==> src/rtl/fetch_unit_if.sv <==
// fetch_unit_if: bundles every non-clock/reset signal of the fetch stage.
//   PC side     : pc_read_data (in), pc_inc, pc_write, pc_write_data (out)
//   Memory side : mem_req, mem_addr (out), mem_ack, mem_rdata (in)
//   Execute side: branch_valid, branch_target (in)
//   Decode side : stall (in), instr_valid, instr, instr_pc, fault (out)
// Modport master is the fetch unit itself; slave is its surroundings.
interface fetch_unit_if #(
    parameter int DATA_WIDTH     = 32,
    parameter int MEM_ADDR_WIDTH = 30
);
    logic [DATA_WIDTH-1:0]     pc_read_data;
    logic                      pc_inc;
    logic                      pc_write;
    logic [DATA_WIDTH-1:0]     pc_write_data;
    logic                      mem_req;
    logic [MEM_ADDR_WIDTH-1:0] mem_addr;
    logic                      mem_ack;
    logic [DATA_WIDTH-1:0]     mem_rdata;
    logic                      branch_valid;
    logic [DATA_WIDTH-1:0]     branch_target;
    logic                      stall;
    logic                      instr_valid;
    logic [DATA_WIDTH-1:0]     instr;
    logic [DATA_WIDTH-1:0]     instr_pc;
    logic                      fault;

    modport master (
        input  pc_read_data, mem_ack, mem_rdata, branch_valid, branch_target, stall,
        output pc_inc, pc_write, pc_write_data, mem_req, mem_addr,
               instr_valid, instr, instr_pc, fault
    );

    modport slave (
        output pc_read_data, mem_ack, mem_rdata, branch_valid, branch_target, stall,
        input  pc_inc, pc_write, pc_write_data, mem_req, mem_addr,
               instr_valid, instr, instr_pc, fault
    );
endinterface

==> src/rtl/fetch_unit.sv <==
// fetch_unit: single-outstanding instruction fetch stage.
//   clock : rising-edge system clock
//   reset : asynchronous, active-high reset
//   bus   : fetch_unit_if.master (PC control, memory req/ack, branch, decode)
// One word is requested at the current PC, latched with its PC on ack and
// held for decode until accepted (stall low). Branches redirect the PC and
// squash anything in flight; a misaligned branch target parks the unit in a
// sticky FAULT state that only reset leaves.
module fetch_unit #(
    parameter int DATA_WIDTH     = 32,
    parameter int MEM_ADDR_WIDTH = 30
) (
    input  logic          clock,
    input  logic          reset,
    fetch_unit_if.master  bus
);

    typedef enum logic [1:0] {
        IDLE  = 2'd0,
        REQ   = 2'd1,
        HOLD  = 2'd2,
        FAULT = 2'd3
    } state_t;

    state_t                state_q;
    logic                  mem_req_q;
    logic                  instr_valid_q;
    logic [DATA_WIDTH-1:0] instr_q;
    logic [DATA_WIDTH-1:0] instr_pc_q;
    logic                  fault_q;

    logic                  branch_ok_s;
    logic                  branch_bad_s;
    logic                  pc_inc_s;
    logic                  pc_write_s;

    assign branch_ok_s  = bus.branch_valid && (bus.branch_target[1:0] == 2'b00);
    assign branch_bad_s = bus.branch_valid && (bus.branch_target[1:0] != 2'b00);

    // PC control strobes: a branch always wins over an ack so the two are exclusive.
    always_comb begin
        pc_inc_s   = 1'b0;
        pc_write_s = 1'b0;
        if (reset) begin
            pc_inc_s   = 1'b0;
            pc_write_s = 1'b0;
        end else begin
            case (state_q)
                IDLE: begin
                    pc_write_s = branch_ok_s;
                end
                REQ: begin
                    pc_write_s = branch_ok_s;
                    pc_inc_s   = bus.mem_ack && !bus.branch_valid;
                end
                HOLD: begin
                    pc_write_s = branch_ok_s;
                end
                FAULT: begin
                    pc_inc_s   = 1'b0;
                    pc_write_s = 1'b0;
                end
                default: begin
                    pc_inc_s   = 1'b0;
                    pc_write_s = 1'b0;
                end
            endcase
        end
    end

    // Fetch FSM with its registered decode/memory outputs.
    always_ff @(posedge clock or posedge reset) begin
        if (reset) begin
            state_q       <= IDLE;
            mem_req_q     <= 1'b0;
            instr_valid_q <= 1'b0;
            instr_q       <= '0;
            instr_pc_q    <= '0;
            fault_q       <= 1'b0;
        end else begin
            case (state_q)
                IDLE: begin
                    if (branch_bad_s) begin
                        state_q   <= FAULT;
                        fault_q   <= 1'b1;
                        mem_req_q <= 1'b0;
                    end else begin
                        state_q   <= REQ;
                        mem_req_q <= 1'b1;
                    end
                end
                REQ: begin
                    if (branch_bad_s) begin
                        state_q       <= FAULT;
                        fault_q       <= 1'b1;
                        mem_req_q     <= 1'b0;
                        instr_valid_q <= 1'b0;
                    end else if (branch_ok_s) begin
                        // Abandon the current request and restart at the new PC.
                        state_q       <= REQ;
                        mem_req_q     <= 1'b1;
                        instr_valid_q <= 1'b0;
                    end else if (bus.mem_ack) begin
                        state_q       <= HOLD;
                        mem_req_q     <= 1'b0;
                        instr_valid_q <= 1'b1;
                        instr_q       <= bus.mem_rdata;
                        instr_pc_q    <= bus.pc_read_data;
                    end else begin
                        state_q   <= REQ;
                        mem_req_q <= 1'b1;
                    end
                end
                HOLD: begin
                    if (branch_bad_s) begin
                        state_q       <= FAULT;
                        fault_q       <= 1'b1;
                        mem_req_q     <= 1'b0;
                        instr_valid_q <= 1'b0;
                    end else if (branch_ok_s || !bus.stall) begin
                        // Held word is either squashed or consumed this cycle.
                        state_q       <= REQ;
                        mem_req_q     <= 1'b1;
                        instr_valid_q <= 1'b0;
                    end else begin
                        state_q <= HOLD;
                    end
                end
                FAULT: begin
                    state_q       <= FAULT;
                    mem_req_q     <= 1'b0;
                    instr_valid_q <= 1'b0;
                    fault_q       <= 1'b1;
                end
                default: begin
                    state_q       <= IDLE;
                    mem_req_q     <= 1'b0;
                    instr_valid_q <= 1'b0;
                end
            endcase
        end
    end

    assign bus.pc_inc        = pc_inc_s;
    assign bus.pc_write      = pc_write_s;
    assign bus.pc_write_data = bus.branch_target;
    assign bus.mem_req       = mem_req_q;
    // Word address tracks the PC; the PC only moves on ack/branch, so it is stable while waiting.
    assign bus.mem_addr      = bus.pc_read_data[DATA_WIDTH-1:2];
    assign bus.instr_valid   = instr_valid_q;
    assign bus.instr         = instr_q;
    assign bus.instr_pc      = instr_pc_q;
    assign bus.fault         = fault_q;

endmodule

==> src/flat_wrapper.sv <==
// flat-port wrapper written by rule: the top's interface ports become plain ports
module fetch_unit_flat 
#(
    parameter int DATA_WIDTH     = 32,
    parameter int MEM_ADDR_WIDTH = 30
)
  (clock, reset, bus_pc_read_data, bus_mem_ack, bus_mem_rdata, bus_branch_valid, bus_branch_target, bus_stall, bus_pc_inc, bus_pc_write, bus_pc_write_data, bus_mem_req, bus_mem_addr, bus_instr_valid, bus_instr, bus_instr_pc, bus_fault);
  fetch_unit_if #(.DATA_WIDTH(DATA_WIDTH), .MEM_ADDR_WIDTH(MEM_ADDR_WIDTH)) bus_i ();
  input  logic clock;
  input  logic reset;
  input wire logic [$bits(bus_i.pc_read_data)-1:0] bus_pc_read_data;
  input wire logic [$bits(bus_i.mem_ack)-1:0] bus_mem_ack;
  input wire logic [$bits(bus_i.mem_rdata)-1:0] bus_mem_rdata;
  input wire logic [$bits(bus_i.branch_valid)-1:0] bus_branch_valid;
  input wire logic [$bits(bus_i.branch_target)-1:0] bus_branch_target;
  input wire logic [$bits(bus_i.stall)-1:0] bus_stall;
  output wire logic [$bits(bus_i.pc_inc)-1:0] bus_pc_inc;
  output wire logic [$bits(bus_i.pc_write)-1:0] bus_pc_write;
  output wire logic [$bits(bus_i.pc_write_data)-1:0] bus_pc_write_data;
  output wire logic [$bits(bus_i.mem_req)-1:0] bus_mem_req;
  output wire logic [$bits(bus_i.mem_addr)-1:0] bus_mem_addr;
  output wire logic [$bits(bus_i.instr_valid)-1:0] bus_instr_valid;
  output wire logic [$bits(bus_i.instr)-1:0] bus_instr;
  output wire logic [$bits(bus_i.instr_pc)-1:0] bus_instr_pc;
  output wire logic [$bits(bus_i.fault)-1:0] bus_fault;
  assign bus_i.pc_read_data = bus_pc_read_data;
  assign bus_i.mem_ack = bus_mem_ack;
  assign bus_i.mem_rdata = bus_mem_rdata;
  assign bus_i.branch_valid = bus_branch_valid;
  assign bus_i.branch_target = bus_branch_target;
  assign bus_i.stall = bus_stall;
  assign bus_pc_inc = bus_i.pc_inc;
  assign bus_pc_write = bus_i.pc_write;
  assign bus_pc_write_data = bus_i.pc_write_data;
  assign bus_mem_req = bus_i.mem_req;
  assign bus_mem_addr = bus_i.mem_addr;
  assign bus_instr_valid = bus_i.instr_valid;
  assign bus_instr = bus_i.instr;
  assign bus_instr_pc = bus_i.instr_pc;
  assign bus_fault = bus_i.fault;
  fetch_unit #(.DATA_WIDTH(DATA_WIDTH), .MEM_ADDR_WIDTH(MEM_ADDR_WIDTH)) u_core (.clock(clock), .reset(reset), .bus(bus_i));
endmodule
==> config.mk <==
export PLATFORM = sky130hd
export DESIGN_NAME = fetch_unit_flat
export DESIGN_NICKNAME = d
export VERILOG_FILES = /design/src/rtl/fetch_unit_if.sv /design/src/rtl/fetch_unit.sv /design/src/flat_wrapper.sv
export SDC_FILE = /design/constraint.sdc
export NUM_CORES = 1
export LEC_CHECK = 0
export ABC_AREA = 1
export BUFFER_PORTS_ARGS = -buffer_cell sky130_fd_sc_hd__buf_2
export CAP_MARGIN = 20
export CORE_MARGIN = 5
export CORE_UTILIZATION = 25
export CTS_BUF_LIST = sky130_fd_sc_hd__clkbuf_8 sky130_fd_sc_hd__clkbuf_16
export DETAILED_ROUTE_END_ITERATION = 10
export PLACE_DENSITY = 0.52
export SYNTH_ARGS = -nofsm -noshare
export SYNTH_HDL_FRONTEND = slang
export SYNTH_SLANG_ARGS = --single-unit
==> constraint.sdc <==
create_clock -name clock -period 5.75 [get_ports clock]
set_input_delay 0.2875 -clock clock [delete_from_list [all_inputs] [get_ports clock]]
set_output_delay 0.2875 -clock clock [all_outputs]
set_load 0.01 [all_outputs]
After elaboration in Yosys (flattened, before gate mapping)
Index checks and enable logic that the tools add are counted.
- bits in registers: 69
- bits in latches: 0
- bits in writable memories: 0
- ROM bits: 0
- bits of input ports: 101
- output and inout port bits: 131
- word-level logic and storage cells: 53
- memories: 0
- $add $sub $neg: 0
- multipliers: 0
- divide/modulo/power cells: 0
- order comparisons: 0
- equal/unequal tests: 6
- shift operators: 0
- muxes and demuxes: 26
- bitwise logic cells: 2
- reduce and logical (&&, ||, !) cells: 13
- operators by type and width (kind ; number):
    1-bit two-way mux ; 15
    2-bit two-way mux ; 6
    2-bit one-hot mux with 4 select lines ; 1
    2-bit == test (second input constant) ; 2
    2-bit logical NOT ; 2
    4-bit by 2-bit != test with 1-bit output (second input constant) ; 1
    1-bit one-hot mux with 2 select lines ; 2
    1-bit one-hot mux with 4 select lines ; 1
    4-bit AND reduction ; 1
    1-bit logical AND ; 3
    3-bit by 1-bit != test with 1-bit output (second input constant) ; 1
    1-bit one-hot mux with 3 select lines ; 1
    3-bit AND reduction ; 1
    3-bit nonzero test ; 1
    3-bit OR reduction ; 1
    2-bit by 1-bit == test with 1-bit output (second input constant) ; 1
    1-bit logical NOT ; 2
    2-bit by 1-bit != test with 1-bit output (second input constant) ; 1
    1-bit NOT ; 2
    2-bit nonzero test ; 1
    1-bit logical OR ; 1

Depth between registers and ports, before layout
Gate-level depths: netlist of run 1.
- depth after elaboration: 6
- depth in mapped cells: 8
- gate-level depth less buffers: 6

Least setup slack after synthesis of run 1
Ideal clock, no wire load.
- path type: input to output
- start point: input port reset
- end point: output port bus_pc_write
- arrival: 2.126 ns
- data required time: 5.463 ns
- path slack: 3.336 ns
- cell stages on the path: 3
- path buffers: 0
- cells stage by stage: inv_1 -> nand3_1 -> nor2_1
- cells in the longest elaborated chain, start to end: 1
- ends and longest elaborated chain (item ; line ; text):
    from (decl) ; flat_wrapper.sv:10 ; input logic reset;
    1-bit two-way mux ; fetch_unit.sv:44 ; if (reset) begin
    to (decl) ; flat_wrapper.sv:18 ; output wire logic [$bits(bus_i.pc_write)-1:0] bus_pc_write;
Every way passes these cells.

Worst setup path in the final report of run 1
- start point: register u_core.state_q[1]
- end point: output port bus_pc_inc
- cells in the longest elaborated chain, start to end: 3
- ends and longest elaborated chain (item ; line ; text):
    from (decl) ; fetch_unit.sv:25 ; state_t state_q;
    from (signal assigned) ; fetch_unit.sv:74 ; state_q <= IDLE;
    from (signal assigned) ; fetch_unit.sv:84 ; state_q <= FAULT;
    from (signal assigned) ; fetch_unit.sv:88 ; state_q <= REQ;
    2-bit by 1-bit == test with 1-bit output ; fetch_unit.sv:48 ; case (state_q)
    1-bit two-way mux ; fetch_unit.sv:48 ;
    1-bit two-way mux ; fetch_unit.sv:44 ;
    to (decl) ; flat_wrapper.sv:17 ; output wire logic [$bits(bus_i.pc_inc)-1:0] bus_pc_inc;
Every way passes these cells.

==> results_dict.tcl, run 1 <==
set metrics [dict create \
    fin_util_pct 31.4 \
    io_pins 232 \
    fin_area_um2 3940 \
    h-tree-depth 3 \
    cts_sinks 69 \
    hold_viol 0 \
    end_kind "primary output" \
    finalCritPeriodShare_pct 45.1 \
    synth_area_um2 3160 \
    clock_path_buffers 2 \
    start_util_pct 25.2 \
    crit_slowest_cell "buf_4" \
    fin_skew_ns 0.00376 \
    grt_pass1_wl_um 12300 \
    avgSynthCellArea_um2 8.63 \
    fin_hold_ws_ns 0.158 \
    maxCapViolCount 0 \
    yosys_warnings 0 \
    p_leak_nw 2.40 \
    antenna_found_initial 0 \
    postCtsSetupBuffers 0 \
    peakVddDrop_v 0.000111 \
    place_congestion 0.746 \
    worstSetupStartpointType "register" \
    grt_pass1_vias 2610 \
    arrival_ns 2.31 \
    io_buffers 171 \
    path_class "register to primary output" \
    coreArea_um2 12500 \
    maxSlewViolCount 0 \
    root_buffer "clkbuf_16" \
    worst_slew_pin_slew_ns 0.881 \
    routed_wl_um 7750 \
    hold_buffers 0 \
    cp.required_ns 5.46 \
    cts_tree "done" \
    hold_path_startpoint "bus_mem_rdata[22]" \
    avgRoutedWirePerCell_um 11.9 \
    routed_via_density 3.89 \
    rsz0062_at_grt "false" \
    syn_nets 467 \
    die_w_um 122 \
    clock_latency_ns 0.33 \
    synthToLayoutAreaGrowth_pct 24.6 \
    cp_max_fo 67 \
    path_clk_slew_ns 0.05 \
    syn_inst 366 \
    vias 2535 \
    setup-violations-final 0 \
    ys_types 12 \
    synth_seq_area_share_pct 54.7 \
    slew_headroom_pct 41.2 \
    crit_chain "inv_2 > nand2_1 > nor2_4 > buf_4 > inv_2 > nor2_1 > buf_2" \
    grtUsageTotal_pct 10.5 \
    r2r-start "u_core.state_q[1]$_DFF_PP0_" \
    layout-drive-gt1-share_pct 39.9 \
    fin_tns_setup_ns 0 \
    overflow 0 \
    fin_crit_ns 2.59 \
    setup.worst_path.start "u_core.state_q[1]$_DFF_PP0_" \
    ys_ff_latch 69 \
    finalPower_w 0.00131 \
    max_stage_delay_ns 0.50 \
    rows 41 \
    p_per_area_nw_per_um2 334 \
    dr.pass1.iters 4 \
    grt_max_degree 71 \
    cts.repair.resized 0 \
    dpl_cell_area_um2 3660 \
    detailedRoute.firstIterationViolations 87 \
    hpwl_um 5510 \
    diodes 0 \
    outcome "completed" \
    die_y_um 122 \
    hold_class "input port to register" \
    fmax_mhz 386 \
    numCtsBuffers 9 \
    drc 0 \
    ant_nets 0 \
    crit_top_cell "inv_2" \
    die_area_um2 15000 \
    nets 576 \
]
-- Yosys cell counts --
cell type  count  area, um2
a21oi_1        2       10.0
buf_2          4       20.0
buf_4         63        473
buf_6          9        101
dfrtp_1       69       1730
inv_1          3       11.3
inv_2          3       11.3
nand2_1      201        754
nand3_1        2       10.0
nor2_1         8       30.0
nor2_2         1       6.26
nor3_1         1       5.00
-- layout by cell type, fill, tap and decap left out, drive strengths merged --
| cell | count |
|---|---|
| a21oi | 2 |
| buf | 174 |
| clkbuf | 10 |
| clkinv | 2 |
| dfrtp | 69 |
| inv | 9 |
| nand2 | 201 |
| nand3 | 2 |
| nor2 | 9 |
| nor3 | 1 |
-- per-layer routing --
layer / GRT usage (%) / part of all wire [%] / routed length, um
met1: 12.4 / 41 / 3220
met2: 16.6 / 45 / 3500
met3: 3.46 / 10 / 796
met4: 6.58 / 3.1 / 240
met5: 0 / 0 / 0
-- worst max-delay path: cells and delay by family (launching register included) --
| family | cells | cell delay [ns] |
|---|---|---|
| and+or+nand+nor | 3 | 0.37 |
| DFF | 1 | 0.39 |
| buffers and inverters | 4 | 1.17 |
-- path summary, 6_finish.rpt --
check | end | slack [ns] | cells after the start
worst max-delay path | bus_pc_inc | 3.16 | 7
worst min-delay path | u_core.bus.instr[22]$_DFFE_PP0P_ | 0.16 | 3
worst max register to register | u_core.bus.instr[14]$_DFFE_PP0P_ | 3.56 | 8
worst min register to register | u_core.bus.instr[18]$_DFFE_PP0P_ | 0.46 | 2
max in group asynchronous | u_core.bus.instr[16]$_DFFE_PP0P_ | 4.95 | 3
min in group asynchronous | u_core.bus.instr_pc[15]$_DFFE_PP0P_ | 0.24 | 3
-- registers in the layout, summed over array words and instances, names as in the netlist --
register and cells:
u_core.bus.fault 1, u_core.bus.instr_valid 1, u_core.bus.instr_pc 32, u_core.bus.mem_req 1, u_core.state_q 2, u_core.bus.instr 32
-- final cells by class --
| type | instances | area, um2 |
|---|---|---|
| multi-input cells | 215 | 821 |
| well taps | 172 | 215 |
| fillers | 1365 | 8580 |
| clock buffers | 10 | 239 |
| flip-flops and latches | 69 | 1730 |
| inverters | 6 | 22.5 |
| repair buffers | 174 | 891 |
| clock inverters | 5 | 21.3 |
-- where the power goes --
group          internal (W)  switching [W]
clock              0.000294       0.000190
combinational      0.000102       0.000130
sequential         0.000560      0.0000386
-- metrics by stage --
step / instances / worst slack [ns]
final: 651 / 3.16
after global routing: 651 / 2.92
after CTS: 650 / 2.79
after detailed placement: 635 / 3.17
after global placement: 635 / 3.18
after floorplan: 366 / 3.34
-- logic make-up (layout without fill, tap and decap cells) --
group	count (synthesis)	in the layout	synth area share, %
AO/OA/AOI/OAI	2	2	0.317
buffers and inverters	82	195	19.5
AND/OR/NAND/NOR	213	213	25.5
flip-flops	69	69	54.7
Note: power is estimated with default switching activity, not from simulation.
==> run 2, diff against run 1 <==
- clock period: 5.75 -> 2.4 ns (I/O delays scaled with it)
==> run 2 against run 1 <==
  * Sequential share of layout area down 5.9 points
  * Clock skew rose by 0.0035 ns
  * Critical endpoint unchanged
  * Hold slack got worse by 0.15 ns
  * Sequential power up 140%
  * Largest power group is now the clock network
  * Via count is 9.5% higher
  * Clock-buffer cell count unchanged
  * Combinational power increased to 2.7 times the previous value
  * Total power increased to 2.7 times the previous value
  * Routed wire length up 7.9%
  * Die area is the same
  * Highest routed layer unchanged
==> results_dict.tcl, run 2 (synthesis gave the netlist of run 1 again) <==
set metrics [dict create \
    outcome "completed" \
    detailedRoute.firstIterationViolations 121 \
    path_class "register to primary output" \
    grt_pass1_wl_um 12900 \
    drc 0 \
    fin_crit_ns 1.68 \
    antenna_found_initial 0 \
    cp_max_fo 31 \
    p_per_area_nw_per_um2 784 \
    hold_class "input port to register" \
    dr.pass1.iters 4 \
    layout_common_cells "nand2_1, buf_2, dfrtp_1, dlygate4sd3_1, clkbuf_16" \
    overflow 0 \
    regArea_um2 1730 \
    fin_skew_ns 0.00722 \
    r2r-start "u_core.state_q[0]$_DFF_PP0_" \
    postCtsSetupBuffers 0 \
    h-tree-depth 3 \
    die_w_um 122 \
    fill_cells 1311 \
    nets 630 \
    vias 2776 \
    p_leak_nw 2.66 \
    io_pins 232 \
    cts_tree "done" \
    finalCritPeriodShare_pct 69.9 \
    layout_commonest_cell "nand2_1" \
    numCtsBuffers 9 \
    maxSlewViolCount 0 \
    synthToLayoutAreaGrowth_pct 44.1 \
    grtUsageTotal_pct 10.9 \
    hpwl_um 5890 \
    setup_slack_ns 0.723 \
    routed_wl_um 8360 \
    fin_tns_setup_ns 0 \
    reg2reg_to "u_core.bus.instr_valid$_DFFE_PP0P_" \
    path_clk_slew_ns 0.06 \
    fin_util_pct 36.4 \
    routed_via_density 3.93 \
    clock_latency_ns 0.33 \
    start_util_pct 25.2 \
    die_area_um2 15000 \
    cts_sinks 69 \
    grt_pass1_vias 2816 \
    hold_viol 0 \
    end_kind "primary output" \
    grt_max_degree 37 \
    maxCapViolCount 0 \
    root_buffer "clkbuf_16" \
    place_ws_ns 0.888 \
    r2r_setup_slack_ns 0.91 \
    arrival_ns 1.56 \
    ant_nets 0 \
    die_y_um 122 \
    place_congestion 0.725 \
    diodes 0 \
    coreArea_um2 12500 \
    rows 41 \
    slew_headroom_pct 61.9 \
    endpoint "bus_pc_inc" \
    fmax_mhz 596 \
    setup-violations-final 0 \
    r2r_cells 5 \
    multi_input_area_um2 821 \
    rsz0062_at_grt "false" \
    layout-drive-gt1-share_pct 36.5 \
    setup.worst_path.start "u_core.state_q[1]$_DFF_PP0_" \
    avgRoutedWirePerCell_um 11.8 \
    worstSetupStartpointType "register" \
    io_buffers 171 \
    cp.required_ns 2.28 \
    clock_path_buffers 2 \
    worst_slew_pin_slew_ns 0.571 \
    peakVddDrop_v 0.000314 \
]
-- run 2: critical path, cell delays in order (launching register included) --
cell and delay, ns:
dfrtp_1 0.39, inv_2 0.08, nand2_1 0.08, nor2_4 0.13
inv_2 0.23, nor2_1 0.16, buf_2 0.14
-- run 2: report_power, final --
part	internal [W]	switching (W)
registers	0.00134	0.0000935
logic	0.000300	0.000330
clock network	0.00103	0.000469
-- run 2: cell type report --
class	instances	area share, %
Inverter	6	0.495
Clock buffer	10	5.25
Timing Repair Buffer	228	31.3
Tap cell	172	4.73
Clock inverter	6	2.25
Multi-Input combinational cell	215	18.0
Sequential cell	69	37.9
-- run 2: worst min-delay path by stage --
stage                     cells past startpoint            startpoint                             endpoint  slack (ns)
after global routing                          3  bus_pc_read_data[22]  u_core.bus.instr_pc[22]$_DFFE_PP0P_        0.01
after detailed placement                      2                 reset  u_core.bus.instr_pc[15]$_DFFE_PP0P_        0.10
after CTS                                     3      bus_mem_rdata[7]      u_core.bus.instr[7]$_DFFE_PP0P_      0.0002
after floorplan                               2      bus_mem_rdata[0]      u_core.bus.instr[0]$_DFFE_PP0P_        0.24
after global placement                        2                 reset  u_core.bus.instr_pc[14]$_DFFE_PP0P_        0.10
final                                         3  bus_pc_read_data[22]  u_core.bus.instr_pc[22]$_DFFE_PP0P_        0.01
-- run 2: metrics by stage --
stage	hold slack (ns)	cells	area [um2]	power [W]
after floorplan	0.237	366	3160	0.00179
after global placement	0.101	638	3690	0.00202
after detailed placement	0.104	638	3690	0.00203
after CTS	0.000205	706	4550	0.00363
after global routing	0.0141	706	4550	0.00376
final	0.0123	706	4550	0.00357
-- run 2: layer usage --
metal / wire (um) / vias up / track usage [%] / part of all wire, %
met4: 205 / 0 / 5.46 / 2.5
met3: 919 / 22 / 4.75 / 11
met2: 3870 / 131 / 18.0 / 46
li1: - / 1363 / - / -
met5: 0 / - / 0 / 0
met1: 3370 / 1260 / 12.1 / 40
-- run 2: repair_timing --
item                                   in CTS  in global routing
endpoints found under the hold margin      63                  0
gates resized for setup                     0                  0
hold buffers                               52                  0
==> run 3, diff against run 2 <==
- ABC_AREA: 1 -> 0
- PLACE_DENSITY: 0.52 -> 0.54
- clock period: 2.4 -> 1.48 ns (I/O delays scaled with it)
==> run 3 against run 2 <==
  * The flow now finishes with violations (setup timing)
  * Combinational power fell by 42%
  * Core utilization is 3.2 points higher
  * Critical path depth fell by 3
  * Sequential share of layout area is 3.5 points lower
  * Area after synthesis up 2.3%
  * Flip-flop and latch count unchanged
  * Total power grew 20%
  * Largest cell class is now buffers
==> results_dict.tcl, run 3 <==
set metrics [dict create \
    slew_headroom_pct 69.3 \
    path_class "register to register" \
    yosys_warnings 0 \
    setup-violations-final 14 \
    dr.pass1.iters 4 \
    synth-edff-count 0 \
    vias 2302 \
    fmax_mhz 661 \
    fin_hold_ws_ns 0.0189 \
    fin_util_pct 39.6 \
    drc 0 \
    synthFlopType "dfrtp_1" \
    maxSlewViolCount 0 \
    diodes 0 \
    yosys-top-cells-count "dfrtp_1, buf_4, mux2_2" \
    synth_seq_area_share_pct 53.4 \
    r2r_setup_slack_ns -0.03 \
    synth_top_area_share_pct 53.4 \
    io_buffers 171 \
    grt_util_met1_pct 11.2 \
    coreArea_um2 12700 \
    met2_usage_pct 18.1 \
    p_per_area_nw_per_um2 856 \
    violations "setup timing" \
    numCtsBuffers 9 \
    cp_max_fo 17 \
    die_area_um2 15300 \
    io_pins 232 \
    synth-async-reset-ratio_pct 100 \
    avgSynthCellArea_um2 14.6 \
    h-tree-depth 3 \
    ys_ff_latch 69 \
    end_kind "register" \
    synth.area.top_cells "dfrtp_1, buf_4, mux2_2" \
    layout_commonest_cell "buf_2" \
    ys_types 19 \
    arrival_ns 1.73 \
    fin_tns_setup_ns -0.0810 \
    die_w_um 124 \
    antenna_found_initial 0 \
    outcome "complete, but fails checks" \
    grt_max_degree 34 \
    routed_via_density 3.91 \
    worst_slew_pin_slew_ns 0.458 \
    cts_sinks 69 \
    grt_pass1_vias 2476 \
    synth.most_common_cell "dfrtp_1" \
    nets 514 \
    fin_crit_ns 1.51 \
    layout_common_cells "buf_2, dfrtp_1, dlygate4sd3_1, mux2_4, mux2_2" \
    root_buffer "clkbuf_16" \
    layout-drive-gt1-share_pct 64.4 \
    hold_class "input port to register" \
    hpwl_um 5490 \
    met3_usage_pct 5.27 \
    cts_tree "done" \
    die_y_um 124 \
    detailedRoute.firstIterationViolations 75 \
    avgRoutedWirePerCell_um 14.7 \
    synthToLayoutAreaGrowth_pct 55.1 \
    syn_inst 222 \
    synth_area_um2 3230 \
    cp.required_ns 1.70 \
    worstSetupStartpointType "register" \
    peakVddDrop_v 0.000563 \
    finalCritPeriodShare_pct 102 \
    path_clk_slew_ns 0.05 \
    busiest_layer "met2" \
    maxCapViolCount 0 \
    fin_skew_ns 0.00484 \
    place_congestion 0.692 \
    grt_pass1_wl_um 12300 \
    grtUsageTotal_pct 10.8 \
    clock_path_buffers 2 \
    hold_viol 0 \
    syn_nets 323 \
    clock_latency_ns 0.33 \
    routed_wl_um 8630 \
    post-synth-top-area-cell "dfrtp_1" \
    rsz0062_at_grt "true" \
    setup_slack_ns -0.0338 \
    rows 41 \
    start_util_pct 25.5 \
    ant_nets 0 \
    overflow 0 \
    p_leak_nw 2.69 \
]
[run 3: power by group]
| group | switching (W) | internal (W) | total, W |
|---|---|---|---|
| sequential | 0 | 0.00189 | 0.00189 |
| combinational | 0.000148 | 0.000218 | 0.000366 |
| clock | 0.000742 | 0.00129 | 0.00204 |
[run 3: cell type report]
cell class | count | area [um2]
Timing Repair Buffer | 249 | 1740
Fill cell | 1212 | 7660
Sequential cell | 69 | 1730
Clock buffer | 13 | 280
Multi-Input combinational cell | 83 | 1040
Clock inverter | 1 | 5.00
Tap cell | 172 | 215
Inverter | 1 | 7.51
[run 3: critical path, stage by stage (launching register included)]
cell and delay (ns):
dfrtp_1 0.37, and4bb_4 0.35, bufbuf_16 0.33, mux2_2 0.34
[run 3: kinds of logic (layout without fill, tap and decap cells)]
kind of cell    count (synthesis)  in the layout  synth area share (%)
simple gates                   14             14                  3.56
flops                          69             69                  53.4
mux                            64             64                  25.4
buf+inv                        70            264                  16.8
compound gates                  5              5                 0.774
[run 3: routing by layer]
layer	wire length (um)	share of wire (%)	up-vias
li1	-	-	1071
met1	3190	37	1079
met2	4350	50	123
met3	862	10	29
met4	234	2.7	0
met5	0	0	-
[run 3: path summary, 6_finish.rpt]
| kind | start | to | cells after the start |
|---|---|---|---|
| setup / recovery | u_core.state_q[1]$_DFF_PP0_ | u_core.bus.instr_pc[1]$_DFFE_PP0P_ | 3 |
| min in group asynchronous | reset | u_core.bus.fault$_DFFE_PP0P_ | 4 |
| setup reg to reg | u_core.state_q[1]$_DFF_PP0_ | u_core.bus.instr_pc[1]$_DFFE_PP0P_ | 3 |
| max in group asynchronous | reset | u_core.bus.instr_pc[7]$_DFFE_PP0P_ | 4 |
| hold / removal | bus_pc_read_data[2] | u_core.bus.instr_pc[2]$_DFFE_PP0P_ | 2 |
| hold reg to reg | u_core.bus.fault$_DFFE_PP0P_ | u_core.bus.fault$_DFFE_PP0P_ | 1 |
[run 3: metrics by stage]
step                worst slack [ns]  cell area, um2  std cells  total power (W)
global placement              0.0485            3850        503          0.00215
CTS                          -0.0881            4940        587          0.00437
floorplan                    -0.0547            3240        222          0.00213
global route                 -0.0655            5010        588          0.00449
detailed placement            0.0133            3850        503          0.00216
finish                       -0.0338            5010        588          0.00429
[run 3: timing repair]
item / CTS / global route
cloned: 3 / 1
setup buffers: 2 / 0
hold buffers: 65 / 0
resized for setup: 14 / 12
pin swaps: 1 / 1
endpoints found under the hold margin: 73 / 0
endpoints found under the setup margin: 1 / 67
